### config.mk
export PLATFORM = sky130hd
export DESIGN_NAME = rgals_flit_deserializer
export DESIGN_NICKNAME = d
export VERILOG_FILES = /design/src/rtl/rgals_pkg.sv /design/src/rtl/rgals_msg_out_reg.sv /design/src/rtl/rgals_flit_deserializer.sv
export SDC_FILE = /design/constraint.sdc
export NUM_CORES = 1
export LEC_CHECK = 0
export ABC_AREA = 1
export BUFFER_PORTS_ARGS = -buffer_cell sky130_fd_sc_hd__buf_2
export CORE_MARGIN = 2
export CORE_UTILIZATION = 55
export CTS_BUF_LIST = sky130_fd_sc_hd__clkbuf_16
export DETAILED_ROUTE_END_ITERATION = 8
export PLACE_DENSITY = 0.91
export SETUP_SLACK_MARGIN = 0.02
export SKIP_LAST_GASP = 1
export SLEW_MARGIN = 20
export SYNTH_ARGS = -nofsm -noshare
export SYNTH_HDL_FRONTEND = slang
export SYNTH_SLANG_ARGS = --single-unit
### constraint.sdc
create_clock -name clk -period 2.7 [get_ports clk]
set_input_delay 0.54 -clock clk [delete_from_list [all_inputs] [get_ports clk]]
set_output_delay 0.54 -clock clk [all_outputs]
set_load 0.02 [all_outputs]
### src/rtl/rgals_pkg.sv
// Shared definitions for the ratiochronous (RGALS) link endpoints.
//   flit_idx_width : width of a flit index counter, never less than 1 bit
//   FlitWidthDefault : default flit width shared with the bisynchronous queues
package rgals_pkg;

  localparam int unsigned FlitWidthDefault = 32;

  // $clog2 collapses to 0 for a count of 1; a counter still needs one bit.
  function automatic int unsigned flit_idx_width(input int unsigned num_flits);
    return (num_flits > 1) ? $clog2(num_flits) : 1;
  endfunction

endpackage

### src/rtl/rgals_msg_out_reg.sv
// Single-entry val/rdy output register.
//   clk_i, rst_ni : clock and asynchronous active-low reset
//   load_i        : capture data_i and mark the entry valid (wins over a drain)
//   data_i        : data to capture
//   ready_i       : downstream ready; a valid entry drains when this is high
//   val_o, data_o : registered entry valid and data
// A load coinciding with a drain replaces the entry, so val_o stays high.
module rgals_msg_out_reg #(
  parameter int unsigned Width = 32
) (
  input  logic             clk_i,
  input  logic             rst_ni,
  input  logic             load_i,
  input  logic [Width-1:0] data_i,
  input  logic             ready_i,
  output logic             val_o,
  output logic [Width-1:0] data_o
);

  logic             val_q, val_d;
  logic [Width-1:0] data_q;

  always_comb begin
    val_d = val_q;
    if (load_i) begin
      val_d = 1'b1;
    end else if (val_q && ready_i) begin
      val_d = 1'b0;
    end
  end

  always_ff @(posedge clk_i or negedge rst_ni) begin
    if (!rst_ni) begin
      val_q  <= 1'b0;
      data_q <= '0;
    end else begin
      val_q <= val_d;
      if (load_i) begin
        data_q <= data_i;
      end
    end
  end

  assign val_o  = val_q;
  assign data_o = data_q;

endmodule

### src/rtl/rgals_flit_deserializer.sv
// Read-end consumer of an RGALS bisynchronous queue: pops p_num_flits narrow
// flits and presents them as one registered wide message.
//   clk, reset_n     : clock and asynchronous active-low reset
//   in_val/in_rdy    : flit handshake with the queue read port
//   in_msg           : flit data (flit 0 lands in the least significant bits)
//   out_val/out_rdy  : message handshake with the downstream block
//   out_msg          : assembled message, registered
//   busy             : a partial message is being built or a message is held
// The last flit is never buffered; it goes straight into the output register
// together with the stored slots, so a message costs N-1 flit registers.
module rgals_flit_deserializer
  import rgals_pkg::*;
#(
  parameter  int unsigned p_flit_width = FlitWidthDefault,
  parameter  int unsigned p_num_flits  = 4,
  localparam int unsigned p_msg_width  = p_flit_width * p_num_flits
) (
  input  logic                    clk,
  input  logic                    reset_n,
  input  logic                    in_val,
  output logic                    in_rdy,
  input  logic [p_flit_width-1:0] in_msg,
  output logic                    out_val,
  input  logic                    out_rdy,
  output logic [p_msg_width-1:0]  out_msg,
  output logic                    busy
);

  localparam int unsigned     CntW     = flit_idx_width(p_num_flits);
  localparam int              NumSlots = int'(p_num_flits) - 1;
  localparam logic [CntW-1:0] LastIdx  = CntW'(p_num_flits - 1);

  logic [CntW-1:0]         cnt_q, cnt_d;
  logic [p_flit_width-1:0] slot_q [NumSlots];
  logic                    last_flit;
  logic                    in_go;
  logic                    last_go;
  logic [p_msg_width-1:0]  msg_asm;

  assign last_flit = (cnt_q == LastIdx);
  // Only the last flit can stall: it needs the output register free or draining.
  assign in_rdy    = ~last_flit | ~out_val | out_rdy;
  assign in_go     = in_val & in_rdy;
  assign last_go   = in_go & last_flit;
  assign busy      = (cnt_q != '0) | out_val;

  // Explicit wrap so non-power-of-2 flit counts work.
  always_comb begin
    cnt_d = cnt_q;
    if (in_go) begin
      cnt_d = last_flit ? '0 : cnt_q + CntW'(1);
    end
  end

  always_ff @(posedge clk or negedge reset_n) begin
    if (!reset_n) begin
      cnt_q <= '0;
      for (int i = 0; i < NumSlots; i++) begin
        slot_q[i] <= '0;
      end
    end else begin
      cnt_q <= cnt_d;
      for (int i = 0; i < NumSlots; i++) begin
        if (in_go && !last_flit && (cnt_q == CntW'(i))) begin
          slot_q[i] <= in_msg;
        end
      end
    end
  end

  // Stored slots plus the live last flit form the complete message.
  always_comb begin
    msg_asm = '0;
    for (int i = 0; i < NumSlots; i++) begin
      msg_asm[i*p_flit_width +: p_flit_width] = slot_q[i];
    end
    msg_asm[NumSlots*p_flit_width +: p_flit_width] = in_msg;
  end

  rgals_msg_out_reg #(
    .Width (p_msg_width)
  ) u_out_reg (
    .clk_i   (clk),
    .rst_ni  (reset_n),
    .load_i  (last_go),
    .data_i  (msg_asm),
    .ready_i (out_rdy),
    .val_o   (out_val),
    .data_o  (out_msg)
  );

endmodule

Word level (Yosys, flattened, before mapping)
Index checks and enable logic that the tools add are counted.
{"block": "totals", "regBits": 227, "n_memories": 0, "latch_bits": 0, "mem_bits_ro": 0, "output_inout_bits": 131, "input_bits": 36, "wordCells": 29, "ramBits": 0}
{"block": "classes", "eq_ne": 3, "bitwise": 7, "magnitude_cmp": 0, "div": 0, "mul": 0, "mux": 3, "shifts": 0, "n_addsub": 1, "reduce_logical": 9}
{"op": "$logic_and 1x1->1", "count": 5}
{"op": "$eq 2x2->1 const B", "count": 2}
{"op": "$reduce_bool 2->1", "count": 2}
{"op": "$or 1x1->1", "count": 3}
{"op": "$add 2x1->2 const B", "count": 1}
{"op": "$and 1x1->1", "count": 2}
{"op": "$eq 2x1->1 const B", "count": 1}
{"op": "$logic_not 2->1", "count": 1}
{"op": "$mux 1", "count": 2}
{"op": "$mux 2", "count": 1}
{"op": "$not 1->1", "count": 2}
{"op": "$logic_not 1->1", "count": 1}

Logic depth before layout (Yosys ltp)
Gate-level depths: netlist (run 1).
{"block": "depth", "word_depth": 7, "mapped_depth": 8, "depth_no_buf": 6}

By module
From an unflattened synthesis (run 1), not the netlist that was laid out.
{"block": "unflattened", "hier_cells": 996, "hier_area_um2": 9041.2}
{"mod": "rgals_msg_out_reg", "n_inst": 1, "cells_per_inst": 545, "seq_area_each_um2": 3228.1, "area_per_inst_um2": 4868.4}
{"mod": "rgals_flit_deserializer", "n_inst": 1, "cells_per_inst": 451, "seq_area_each_um2": 2452.4, "area_per_inst_um2": 4172.8}

Worst setup path before layout (run 1)
OpenSTA, ideal clock, no wires.
{"block": "synth_timing", "path_type": "register -> output", "from": "reg cnt_q[0]", "to": "out busy", "path_stages_with_launch": 5, "t_arrival_ps": 1145, "required_time_ps": 2160, "n_path_buf": 0, "setup_slack_ps": 1015, "cell_sequence": "dfrtp_1 -> inv_1 -> ha_1 -> inv_1 -> or2_2"}
{"block": "synth_between", "elab_chain_len": 2}
{"element": "start, declared", "line": "rgals_flit_deserializer.sv:33", "text": "logic [CntW-1:0] cnt_q, cnt_d;"}
{"element": "start signal, assigned", "line": "rgals_flit_deserializer.sv:62", "text": "cnt_q <= cnt_d;"}
{"element": "$reduce_bool 2->1", "line": "rgals_flit_deserializer.sv:45", "text": "assign busy = (cnt_q != '0) | out_val;"}
{"element": "$or 1x1->1", "line": "rgals_flit_deserializer.sv:45"}
{"element": "end, declared", "line": "rgals_flit_deserializer.sv:26", "text": "output logic busy"}
Every way passes these cells.

Worst setup path after layout (run 1)
{"block": "layout_timing", "from": "reg cnt_q[0]", "to": "out in_rdy"}
{"block": "layout_between", "elab_chain_len": 4}
{"element": "$eq 2x2->1", "line": "rgals_flit_deserializer.sv:40", "text": "assign last_flit = (cnt_q == LastIdx);"}
{"element": "$not 1->1", "line": "rgals_flit_deserializer.sv:42", "text": "assign in_rdy = ~last_flit | ~out_val | out_rdy;"}
{"element": "$or 1x1->1 (2 in series)", "line": "rgals_flit_deserializer.sv:42"}
{"element": "end, declared", "line": "rgals_flit_deserializer.sv:21", "text": "output logic in_rdy,"}
Every way passes these cells.

==> impl_metrics.json, run 1 <==
{
  "place.gp.congestion": 0.8283,
  "cts_buffer_depth": 3,
  "period_minus_slack_ns": 2.415,
  "die_h_microns": 134.2,
  "p_per_area_mw_per_mm2": 1244,
  "rsz0062_at_grt": "false",
  "die_w_microns": 134.2,
  "cts.clk_slew.worst_paths_ns": 0.06,
  "dp_hpwl_mm": 14.71,
  "viasPerCell": 5.604,
  "routed_wl_mm": 23.88,
  "gr-total-overflow": 0,
  "status": "complete, no violations",
  "synth-seq-area-share_pct": 60.96,
  "ant_nets": 0,
  "multiInputGateArea_sq_mm": 0.003102,
  "layout_commonest_cell": "nand2_1",
  "drc": 0,
  "fp-row-count": 47,
  "setup_tns_ns": 0,
  "fin_nets": 1175,
  "coreArea_sq_mm": 0.01658,
  "ir_worst_vdd_v": 0.0007041,
  "grt_max_degree": 89,
  "start_util_pct": 56.19,
  "netlist-cell-type-count": 17,
  "maxCapViolCount": 0,
  "timing.final.crit_share_pct": 89.43,
  "worstSetupStartpointType": "flop",
  "drt-pass1-iter-count": 6,
  "dieArea_sq_mm": 0.01800,
  "max_freq_mhz": 414.1,
  "wl_per_cell_microns": 17.46,
  "path_max_fanout": 36,
  "setup_viol": 0,
  "mappedNetlistNets": 1047,
  "fillers": 1323,
  "htreeDepth": 1,
  "path_class": "reg -> out",
  "leakagePower_nw": 6.126,
  "synth.avg_cell_area_sq_um": 9.253,
  "hold_viol": 0,
  "ys_seq_elements": 227,
  "ios": 167,
  "tightestPinTransition_ns": 0.8262,
  "syn2layout_area_growth_pct": 15.16,
  "drive_gt1_share_pct": 19.43,
  "mostFrequentLayoutCells": "nand2_1, dfrtp_1, buf_2, nand4_1, clkbuf_16",
  "fin_total_pwr_mw": 13.35,
  "grt_pass1_vias": 7444,
  "finalMaxSlewViolations": 0,
  "slew_headroom_pct": 44.92,
  "numClockSinks": 227,
  "port_buffers": 166,
  "skew_ns": 0.006957,
  "insertion_delay_ns": 0.50,
  "end_kind": "output pin",
  "grt_pass1_wl_mm": 38.47,
  "seqCellArea_sq_mm": 0.005680,
  "yosysWarnings": 0,
  "cts_buffers": 23,
  "num_vias": 7666,
  "drt_iter0_markers": 527,
  "min_path_type": "in -> reg",
  "cts_root_buf": "clkbuf_16",
  "cts_resized": 0,
  "grt_usage_pct": 26.59,
  "cp.arrival_ns": 1.87,
  "diodes": 0,
  "syn_area_sq_mm": 0.009318,
  "antenna_found_initial": 0,
  "cts_tree": "done",
  "syn_inst": 1007,
  "crit_required_ns": 2.16
}
-- metal layers --
layer  routed length (microns)  global-route usage, %
met1                      9857                  37.24
met2                     11590                  43.40
met3                      1898                  3.817
met4                       538                  8.596
met5                         0                      0
-- cells by family after synthesis --
group	after synthesis	synth area share, %
adder cells (fa/ha/maj)	4	0.5372
buffers and inverters	84	6.016
AND/OR/NAND/NOR	692	32.48
flip-flops	227	60.96
-- sequential cells by signal (all words and copies together) (netlist names) --
| register | flops |
|---|---|
| u_out_reg.data_o | 128 |
| cnt_q | 2 |
| msg_asm | 96 |
| u_out_reg.val_o | 1 |
-- cell type report --
type	count	area share, %
flip-flops and latches	227	52.94
multi-input cells	696	28.91
repair buffers	179	9.258
clock buffers	23	5.364
well taps	220	2.565
clock inverters	15	0.6880
inverters	8	0.2799
-- power breakdown --
group / switching (mW) / internal, mW / leakage [nW]
logic: 3.29 / 1.46 / 2.90
clock network: 1.27 / 1.54 / 0.345
registers: 0.875 / 4.91 / 2.88
total: 5.44 / 7.91 / 6.13
-- synthesized netlist by cell type --
cell | number | area, sq um
nand2_1 | 551 | 2068
dfrtp_1 | 227 | 5680
nand4_1 | 128 | 800.8
buf_2 | 43 | 215.2
buf_6 | 21 | 236.5
buf_4 | 9 | 67.56
inv_1 | 6 | 22.52
ha_1 | 4 | 50.05
nand2_4 | 4 | 45.04
nor2_8 | 4 | 80.08
clkbuf_1 | 2 | 7.510
inv_2 | 2 | 7.510
nand3_1 | 2 | 10.01
buf_1 | 1 | 3.750
nand2_2 | 1 | 6.260
nand3_2 | 1 | 10.01
or2_2 | 1 | 6.260
-- critical path: stages, from the launching register on --
cell,delay (ns)
dfrtp_1,0.44
ha_4,0.49
nand3_1,0.22
buf_2,0.21
-- path summary, 6_finish.rpt --
check                                      start               endpoint  slack (ns)  depth (start not counted)
max in group asynchronous                reset_n            msg_asm[41]        1.30                          3
min reg2reg                u_out_reg.data_o[115]  u_out_reg.data_o[115]        0.47                          2
min in group asynchronous                reset_n             msg_asm[4]        0.55                          2
max                                     cnt_q[0]                 in_rdy        0.29                          3
min                                   in_msg[20]            msg_asm[20]        0.29                          3
max reg2reg                             cnt_q[0]   u_out_reg.data_o[51]        0.69                          4
-- timing repair --
item / 4_1_cts / 5_1_grt
setup buffers: 0 / 0
endpoints found under the hold margin: 52 / 0
hold buffers: 1 / 0
-- metrics by stage --
| stage | utilization, % | instance area, sq um | hold WS, ns | std cells | worst slack, ns |
|---|---|---|---|---|---|
| 4_1_cts | 64.71 | 10730 | 0.2834 | 1368 | 0.2839 |
| 3_3_place_gp | 60.73 | 10070 | 0.4481 | 1329 | 0.8293 |
| 6_report | 64.71 | 10730 | 0.2937 | 1368 | 0.2854 |
| 5_1_grt | 64.71 | 10730 | 0.3024 | 1368 | 0.1617 |
| 2_1_floorplan | - | 9318 | 0.2444 | 1007 | 1.015 |
| 3_5_place_dp | 60.73 | 10070 | 0.4539 | 1329 | 0.7248 |
Note: power is estimated with default switching activity, not from simulation.
==> run 2, diff against run 1 <==
MAX_ROUTING_LAYER = met4   (was default)
==> run 2 against run 1 <==
Sequential share of layout area unchanged. Die area unchanged. Worst hold slack improved by 0.00068 ns. Sequential cell count unchanged. First-iteration DRC count increased by 11%. Non-clock buffer count unchanged. Global-route usage increased by 0.75 points. Design area unchanged. Via count increased by 0.31%. Combinational power about the same. Clock skew increased by 0.00071 ns. Critical endpoint is now busy.
==> impl_metrics.json, run 2 (synthesis gave the netlist of run 1 again) <==
{
  "max_freq_mhz": 414.3,
  "rsz0062_at_grt": "false",
  "drive_gt1_share_pct": 19.43,
  "cts.clk_slew.worst_paths_ns": 0.06,
  "numClockSinks": 227,
  "post_dp_cell_area_sq_mm": 0.01007,
  "fp-row-count": 47,
  "path_class": "reg -> out",
  "min_path_type": "in -> reg",
  "drt_iter0_markers": 587,
  "ir_worst_vdd_v": 0.0007029,
  "seqCellArea_sq_mm": 0.005680,
  "ant_nets": 0,
  "layout_commonest_cell": "nand2_1",
  "cts_buffers": 23,
  "timing.final.crit_share_pct": 89.39,
  "insertion_delay_ns": 0.50,
  "wl_per_cell_microns": 17.42,
  "fin_total_pwr_mw": 13.34,
  "stdcell_count": 1368,
  "p_per_area_mw_per_mm2": 1244,
  "utilization_pct": 64.71,
  "tightestPinTransition_ns": 0.8208,
  "fin_nets": 1175,
  "drc": 0,
  "htreeDepth": 1,
  "die_h_microns": 134.2,
  "end_kind": "output pin",
  "multiInputGateArea_sq_mm": 0.003102,
  "setup_viol": 0,
  "fin_ws_ns": 0.2865,
  "place_inst": 1329,
  "worstSetupStartpointType": "flop",
  "coreArea_sq_mm": 0.01658,
  "cts_root_buf": "clkbuf_16",
  "die_w_microns": 134.2,
  "cts_buffer_depth": 3,
  "cts_resized": 0,
  "hold_path_depth": 3,
  "dieArea_sq_mm": 0.01800,
  "maxCapViolCount": 0,
  "antenna_found_initial": 0,
  "routed_wl_mm": 23.83,
  "setup_tns_ns": 0,
  "largest_register_ffs": 128,
  "fin_area_sq_mm": 0.01073,
  "dp_hpwl_mm": 14.71,
  "holdWs_ns": 0.2943,
  "cp.arrival_ns": 1.87,
  "diodes": 0,
  "grt_pass1_wl_mm": 38.45,
  "slew_headroom_pct": 45.28,
  "status": "complete, no violations",
  "grt_pass1_vias": 7461,
  "viasPerCell": 5.621,
  "syn2layout_area_growth_pct": 15.16,
  "grt_usage_pct": 27.35,
  "start_util_pct": 56.19,
  "port_buffers": 166,
  "path_max_fanout": 4,
  "num_vias": 7690,
  "drt-pass1-iter-count": 7,
  "leakagePower_nw": 6.126,
  "mostFrequentLayoutCells": "nand2_1, dfrtp_1, buf_2, nand4_1, clkbuf_16",
  "hold_viol": 0,
  "cts_tree": "done",
  "fillers": 1323,
  "place.gp.congestion": 0.8409,
  "pre_cts_ws_ns": 0.7248,
  "grt_max_degree": 89,
  "crit_required_ns": 2.16,
  "skew_ns": 0.007665,
  "period_minus_slack_ns": 2.414,
  "finalMaxSlewViolations": 0,
  "gr-total-overflow": 0,
  "ios": 167,
  "reg2regPathDepth": 4
}
run 2: cell counts in the layout (fill, tap and decap cells not counted):
Identical to the previous run, type by type.
run 2: power breakdown:
group | total [mW] | switching, mW | internal [mW]
clock | 2.81 | 1.27 | 1.54
combinational | 4.75 | 3.29 | 1.46
sequential | 5.78 | 0.875 | 4.91
run 2: per-layer routing:
metal  up-vias  GRT usage (%)  part of all wire, %
met3        47          3.553                  8.2
li1       3501              -                    -
met4         0          8.596                  2.4
met2       395          43.82                   49
met5         -              -                    0
met1      3747          36.86                   41
run 2: path summary, 6_finish.rpt:
check,startpoint,end,slack [ns]
min in group asynchronous,reset_n,cnt_q[0],0.54
hold / removal,in_msg[20],msg_asm[20],0.29
setup reg to reg,cnt_q[0],u_out_reg.data_o[51],0.70
setup / recovery,cnt_q[0],busy,0.29
hold reg to reg,u_out_reg.data_o[115],u_out_reg.data_o[115],0.47
max in group asynchronous,reset_n,msg_asm[41],1.31
run 2: cell type report:
type	count	share of cell area [%]
Inverter	8	0.2799
Clock buffer	23	5.364
Sequential cell	227	52.94
Multi-Input combinational cell	696	28.91
Clock inverter	15	0.6880
Tap cell	220	2.565
Timing Repair Buffer	179	9.258
run 2: critical path: stages (launching register included):
cell	delay, ns
dfrtp_1	0.44
inv_1	0.13
ha_1	0.22
inv_1	0.13
or2_2	0.29
buf_2	0.16
run 2: what timing repair did:
item	CTS	global route
hold endpoints to repair	52	0
buffers inserted	0	0
hold buffers	1	0
